[src/rtl/apb_master_if.sv]
// Command, response and APB bus signals of the APB requester.
// master: requester side (apb_master); slave: sequencer/peripheral side.
interface apb_master_if #(
   parameter int addrWidth = 2,
   parameter int timerbits = 8
);
   logic                 cmd_valid;
   logic                 cmd_ready;
   logic                 cmd_write;
   logic [addrWidth-1:0] cmd_addr;
   logic [timerbits-1:0] cmd_wdata;

   logic                 rsp_valid;
   logic                 rsp_ready;
   logic [timerbits-1:0] rsp_rdata;
   logic                 rsp_err;
   logic                 rsp_timeout;

   logic                 sel;
   logic                 enable;
   logic                 write;
   logic [addrWidth-1:0] addr;
   logic [timerbits-1:0] wdata;
   logic [timerbits-1:0] rdata;
   logic                 ready;
   logic                 slverr;

   modport master (
      input  cmd_valid, cmd_write, cmd_addr, cmd_wdata,
      input  rsp_ready,
      input  rdata, ready, slverr,
      output cmd_ready,
      output rsp_valid, rsp_rdata, rsp_err, rsp_timeout,
      output sel, enable, write, addr, wdata
   );

   modport slave (
      output cmd_valid, cmd_write, cmd_addr, cmd_wdata,
      output rsp_ready,
      output rdata, ready, slverr,
      input  cmd_ready,
      input  rsp_valid, rsp_rdata, rsp_err, rsp_timeout,
      input  sel, enable, write, addr, wdata
   );
endinterface

[src/rtl/apb_master.sv]
// APB requester: one command at a time, SETUP/ACCESS transfer, held response.
// Ports: clk, reset (sync, active-high), bus (apb_master_if.master).
module apb_master #(
   parameter int addrWidth     = 2,
   parameter int timerbits     = 8,
   parameter int timeoutCycles = 15
) (
   input logic          clk,
   input logic          reset,
   apb_master_if.master bus
);
   localparam int CW =
      (timeoutCycles > 0) ? $clog2(timeoutCycles + 1) : 1;
   localparam logic [CW:0] TO_LIM = (CW + 1)'(timeoutCycles);
   localparam bit TO_EN = (timeoutCycles != 0);

   typedef enum logic [1:0] {
      IDLE,
      SETUP,
      ACCESS,
      RESP
   } state_t;

   state_t        state;
   logic [CW-1:0] cnt;
   logic [CW:0]   cnt_nxt;
   logic          tmo;

   assign cnt_nxt = {1'b0, cnt} + {{CW{1'b0}}, 1'b1};
   // Abort on the wait state that would bring the count to the limit.
   assign tmo = TO_EN && (cnt_nxt == TO_LIM);

   // Gated by reset so the port reads 0 while reset is held.
   assign bus.cmd_ready = (state == IDLE) && !reset;

   always_ff @(posedge clk) begin
      if (reset) begin
         state           <= IDLE;
         cnt             <= '0;
         bus.sel         <= 1'b0;
         bus.enable      <= 1'b0;
         bus.write       <= 1'b0;
         bus.addr        <= '0;
         bus.wdata       <= '0;
         bus.rsp_valid   <= 1'b0;
         bus.rsp_rdata   <= '0;
         bus.rsp_err     <= 1'b0;
         bus.rsp_timeout <= 1'b0;
      end else begin
         unique case (state)
            IDLE: begin
               if (bus.cmd_valid) begin
                  state     <= SETUP;
                  cnt       <= '0;
                  bus.sel   <= 1'b1;
                  bus.write <= bus.cmd_write;
                  bus.addr  <= bus.cmd_addr;
                  bus.wdata <= bus.cmd_write ? bus.cmd_wdata : '0;
               end
            end
            SETUP: begin
               state      <= ACCESS;
               bus.enable <= 1'b1;
            end
            ACCESS: begin
               // ready has priority over a timeout on the same edge
               if (bus.ready) begin
                  state           <= RESP;
                  bus.sel         <= 1'b0;
                  bus.enable      <= 1'b0;
                  bus.rsp_valid   <= 1'b1;
                  bus.rsp_rdata   <= bus.write ? '0 : bus.rdata;
                  bus.rsp_err     <= bus.slverr;
                  bus.rsp_timeout <= 1'b0;
               end else if (tmo) begin
                  state           <= RESP;
                  bus.sel         <= 1'b0;
                  bus.enable      <= 1'b0;
                  bus.rsp_valid   <= 1'b1;
                  bus.rsp_rdata   <= '0;
                  bus.rsp_err     <= 1'b1;
                  bus.rsp_timeout <= 1'b1;
               end else begin
                  cnt <= cnt_nxt[CW-1:0];
               end
            end
            RESP: begin
               if (bus.rsp_ready) begin
                  state         <= IDLE;
                  bus.rsp_valid <= 1'b0;
               end
            end
         endcase
      end
   end
endmodule

[src/flat_wrapper.sv]
// flat-port wrapper written by rule: the top's interface ports become plain ports
module apb_master_flat 
#(
   parameter int addrWidth     = 2,
   parameter int timerbits     = 8,
   parameter int timeoutCycles = 15
)
  (clk, reset, bus_cmd_valid, bus_cmd_write, bus_cmd_addr, bus_cmd_wdata, bus_rsp_ready, bus_rdata, bus_ready, bus_slverr, bus_cmd_ready, bus_rsp_valid, bus_rsp_rdata, bus_rsp_err, bus_rsp_timeout, bus_sel, bus_enable, bus_write, bus_addr, bus_wdata);
  apb_master_if #(.addrWidth(addrWidth), .timerbits(timerbits)) bus_i ();
  input logic clk;
  input logic reset;
  input wire logic [$bits(bus_i.cmd_valid)-1:0] bus_cmd_valid;
  input wire logic [$bits(bus_i.cmd_write)-1:0] bus_cmd_write;
  input wire logic [$bits(bus_i.cmd_addr)-1:0] bus_cmd_addr;
  input wire logic [$bits(bus_i.cmd_wdata)-1:0] bus_cmd_wdata;
  input wire logic [$bits(bus_i.rsp_ready)-1:0] bus_rsp_ready;
  input wire logic [$bits(bus_i.rdata)-1:0] bus_rdata;
  input wire logic [$bits(bus_i.ready)-1:0] bus_ready;
  input wire logic [$bits(bus_i.slverr)-1:0] bus_slverr;
  output wire logic [$bits(bus_i.cmd_ready)-1:0] bus_cmd_ready;
  output wire logic [$bits(bus_i.rsp_valid)-1:0] bus_rsp_valid;
  output wire logic [$bits(bus_i.rsp_rdata)-1:0] bus_rsp_rdata;
  output wire logic [$bits(bus_i.rsp_err)-1:0] bus_rsp_err;
  output wire logic [$bits(bus_i.rsp_timeout)-1:0] bus_rsp_timeout;
  output wire logic [$bits(bus_i.sel)-1:0] bus_sel;
  output wire logic [$bits(bus_i.enable)-1:0] bus_enable;
  output wire logic [$bits(bus_i.write)-1:0] bus_write;
  output wire logic [$bits(bus_i.addr)-1:0] bus_addr;
  output wire logic [$bits(bus_i.wdata)-1:0] bus_wdata;
  assign bus_i.cmd_valid = bus_cmd_valid;
  assign bus_i.cmd_write = bus_cmd_write;
  assign bus_i.cmd_addr = bus_cmd_addr;
  assign bus_i.cmd_wdata = bus_cmd_wdata;
  assign bus_i.rsp_ready = bus_rsp_ready;
  assign bus_i.rdata = bus_rdata;
  assign bus_i.ready = bus_ready;
  assign bus_i.slverr = bus_slverr;
  assign bus_cmd_ready = bus_i.cmd_ready;
  assign bus_rsp_valid = bus_i.rsp_valid;
  assign bus_rsp_rdata = bus_i.rsp_rdata;
  assign bus_rsp_err = bus_i.rsp_err;
  assign bus_rsp_timeout = bus_i.rsp_timeout;
  assign bus_sel = bus_i.sel;
  assign bus_enable = bus_i.enable;
  assign bus_write = bus_i.write;
  assign bus_addr = bus_i.addr;
  assign bus_wdata = bus_i.wdata;
  apb_master #(.addrWidth(addrWidth), .timerbits(timerbits), .timeoutCycles(timeoutCycles)) u_core (.clk(clk), .reset(reset), .bus(bus_i));
endmodule
[config.mk]
export PLATFORM = sky130hd
export DESIGN_NAME = apb_master_flat
export DESIGN_NICKNAME = d
export VERILOG_FILES = /design/src/rtl/apb_master_if.sv /design/src/rtl/apb_master.sv /design/src/flat_wrapper.sv
export SDC_FILE = /design/constraint.sdc
export NUM_CORES = 1
export LEC_CHECK = 0
export CORE_ASPECT_RATIO = 1.1
export CORE_MARGIN = 2
export CORE_UTILIZATION = 39
export DETAILED_ROUTE_END_ITERATION = 16
export MAX_ROUTING_LAYER = met4
export PLACE_DENSITY = 0.84
export RECOVER_POWER = 25
export SYNTH_ARGS = -nofsm -noshare
export SYNTH_HDL_FRONTEND = slang
export SYNTH_SLANG_ARGS = --single-unit
export TNS_END_PERCENT = 10
[constraint.sdc]
create_clock -name clk -period 1.6 [get_ports clk]
set_input_delay 0.16 -clock clk [delete_from_list [all_inputs] [get_ports clk]]
set_output_delay 0.16 -clock clk [all_outputs]
set_load 0.1 [all_outputs]
==> impl_metrics.py, run 1 <==
metrics = {
    "setup_path": {
        "crit_path_end_kind": "flip-flop",
        "path_delay_family": "simple AND/OR/NAND/NOR gates",
        "critPathBufInv": 0,
        "cp_max_fo": 5,
        "slowest_stage": "dfxtp_4",
        "crit_path_cell_trace": "ha_4 -> and3b_2 -> a21oi_4 -> a2111oi_4 -> or3b_1",
        "crit_type": "flip-flop to flip-flop",
        "start_kind": "flip-flop",
        "crit_arrival_ns": 1.82,
        "critPathMaxStageDelay_ns": 0.39,
        "required_ns": 1.82,
    },
    "timing": {
        "fin_tns_setup_ns": 0,
        "hold_violations": 0,
        "fmaxAchievable_ghz": 0.628,
        "rsz0062_at_grt": "yes",
        "worst_pin_slew_ns": 0.552,
        "layout_min_cycle_time_ns": 1.59,
        "fin_crit_sh_pct": 99.6,
        "whs_ns": 0.387,
        "report.final.slew_viol_count": 0,
        "finalSetupViolCount": 0,
        "max_slew_margin_pct": 63.4,
        "fin_worst_skew_ns": 0.0104,
    },
    "logic_synthesis": {
        "synth_area_um2": 1370,
        "ys_ff_latch": 30,
        "yosys_warnings": 0,
        "synth.yosys.seq_area_share_pct": 44.0,
        "synth_cells": 157,
        "syn_nets": 187,
        "synth.distinct_cells": 35,
        "postSynthAreaPerCell_um2": 8.70,
    },
    "detailed_routing": {
        "viasPerCell": 5.25,
        "drcViolationCount": 0,
        "drt_iter0_markers": 82,
        "vias": 1454,
        "wl_per_cell_um": 14.1,
        "ant_nets": 0,
        "drt-pass1-iter-count": 4,
        "wirelength_mm": 3.92,
    },
    "grt": {
        "overflow": 0,
        "grt_usage_pct": 20.8,
        "grt_max_degree": 30,
        "antenna_found_initial": 0,
        "grt_pass1_vias": 1428,
        "grt_pass1_wl_mm": 6.11,
    },
    "clock_tree": {
        "holdBufCountCts": 0,
        "cts_tree": "yes",
        "tritoncts.num_buffers": 5,
        "cts-root-buf": "clkbuf_4",
        "clock_sinks": 30,
        "cts_buffer_depth": 2,
        "clk-insertion-delay-late_ns": 0.33,
        "clkSlewWorstSetupHoldPaths_ns": 0.10,
        "htreeDepth": 2,
    },
    "placed_design": {
        "post_dp_cell_area_um2": 2300,
        "routabilityCongestion": 0.883,
        "portBuffers": 49,
        "dp_hpwl_mm": 2.84,
    },
    "flow_run": {
        "drv_cap": 0,
    },
    "die": {
        "placementRows": 22,
        "fp.dieH_um": 66.1,
        "coreArea_um2": 3360,
        "fp.dieW_um": 60.4,
        "die_area_um2": 3990,
        "boundaryPins": 50,
        "initial_core_util_pct": 40.7,
    },
    "final_layout": {
        "final_layout_size_suffix_gt1_share_pct": 33.6,
        "num_antenna_cells": 0,
        "nNetsFinal": 258,
        "fin_util_pct": 68.9,
        "fillers": 249,
        "area_delta_synth_final_pct": 69.3,
        "multiInputGateArea_um2": 777,
        "fin_area_um2": 2310,
        "seq_area_um2": 616,
    },
    "power": {
        "peakVddDrop_v": 0.000942,
        "power.total_mw": 3.50,
        "powerDensity_nw_per_um2": 1510,
        "leakagePower_nw": 0.899,
    },
    "hold_path": {
        "hold_path_class": "input pin to flip-flop",
    },
    "status": {
        "outcome": "finished, final reports clean",
    },
}
Yosys cell counts:
library cell	number	area share, %
dfxtp_1	30	44
nand2_1	20	5.5
a21oi_1	18	6.6
inv_1	11	3.0
nand3_1	11	4.0
a22o_1	8	5.1
nor3_1	6	2.2
clkbuf_1	5	1.4
ha_1	5	4.6
nand2b_1	5	2.3
nor2_1	5	1.4
a211oi_1	3	1.6
o21a_1	3	1.6
o21ai_0	3	1.1
a31oi_1	2	0.92
mux2i_1	2	1.5
nand3b_1	2	1.1
a2111oi_2	1	1.1
a211o_1	1	0.64
a21bo_2	1	0.73
a21o_2	1	0.64
a21oi_2	1	0.64
a311oi_1	1	0.64
and2_1	1	0.46
and3b_2	1	0.73
buf_4	1	0.55
buf_6	1	0.82
nor3_2	1	0.73
o221ai_1	1	0.64
o22ai_1	1	0.46
o311ai_0	1	0.64
o31a_1	1	0.64
o32ai_1	1	0.64
or3b_1	1	0.64
or4b_1	1	0.73
placed cells by master, fill, tap and decap left out, types with 3 or more instances in the layout:
cell             Yosys  layout
a211oi_1             3       3
a21oi_1             18      18
a22o_1               8       8
buf_12               0      14
buf_4                1      20
clkbuf_2             0      12
clkbuf_4             0       5
clkdlybuf4s50_1      0      24
dfxtp_1             30      24
dfxtp_2              0       3
dfxtp_4              0       3
ha_4                 0       3
inv_1               11       9
nand2_1             20      19
nand2b_1             5       5
nand3_1             11      10
nor2_1               5       4
nor3_1               6       6
o21a_1               3       3
registers in the layout, summed over array words and instances (netlist names), 2 cells and up:
signal	cells
u_core.bus.rsp_rdata	8
u_core.bus.wdata	8
u_core.cnt	4
u_core.bus.addr	2
u_core.state	2
path summary, 6_finish.rpt:
| path | start | to | slack [ns] | cells after the start |
|---|---|---|---|---|
| max | u_core.cnt[1] | u_core.bus.rsp_valid | 0.007 | 5 |
| min | bus_cmd_addr[1] | u_core.bus.addr[1] | 0.39 | 3 |
| max reg2reg | u_core.cnt[1] | u_core.bus.rsp_valid | 0.007 | 5 |
| min reg2reg | u_core.bus.wdata[1] | u_core.bus.wdata[1] | 0.46 | 2 |
timing repair:
action	CTS	global route
resized for setup	12	15
setup buffers	0	2
setup endpoints to repair	14	15
pin swaps	4	7
hold endpoints to repair	0	0
metrics by stage:
stage                     cells  setup slack (ns)
after CTS                   275           -0.0263
after floorplan             157           -0.0376
final                       277           0.00707
after global placement      267           -0.0392
after detailed placement    267            -0.120
after global routing        277           -0.0640
power by group:
part	total [mW]	internal, mW	switching [mW]
registers	0.983	0.873	0.110
logic	1.92	0.698	1.22
clock network	0.598	0.323	0.275
total	3.50	1.89	1.61
tightest hold or removal path, stage by stage:
cell	delay [ns]
clkdlybuf4s50_1	0.41
nand2_1	0.06
a21oi_1	0.05
per-layer routing:
layer | part of all wire, % | track usage, % | vias to the layer above
met2 | 51 | 37.5 | 51
met3 | 6.7 | 5.48 | 7
met5 | 0 | - | -
li1 | - | - | 706
met1 | 41 | 21.5 | 690
met4 | 1.3 | 6.79 | 0
area by class of cell:
cell class | instances | share of cell area [%]
multi-input combinational | 109 | 33.6
timing repair buffer | 71 | 32.1
sequential | 30 | 26.6
clock buffer | 5 | 1.62
inverter | 11 | 1.78
clock inverter | 3 | 1.73
tap | 48 | 2.60
kinds of logic (layout without fill, tap and decap cells):
family	after synthesis	after routing	synth area share (%)
simple gates	54	54	19.8
compound gates	48	48	24.5
flops	30	30	44.0
buf+inv	18	90	5.77
fa+ha+maj	5	5	4.58
mux	2	2	1.47
(Power assumes the default switching activity.)
==> inputs of run 2 (changes only) <==
--- a/config.mk
+++ b/config.mk
@@ -5,6 +5,7 @@
 export SDC_FILE = /design/constraint.sdc
 export NUM_CORES = 1
 export LEC_CHECK = 0
+export CAP_MARGIN = 20
 export CORE_ASPECT_RATIO = 1.1
 export CORE_MARGIN = 2
 export CORE_UTILIZATION = 39
==> results of run 2 <==
The final DEF is identical to that of run 1; final timing and power are the same.
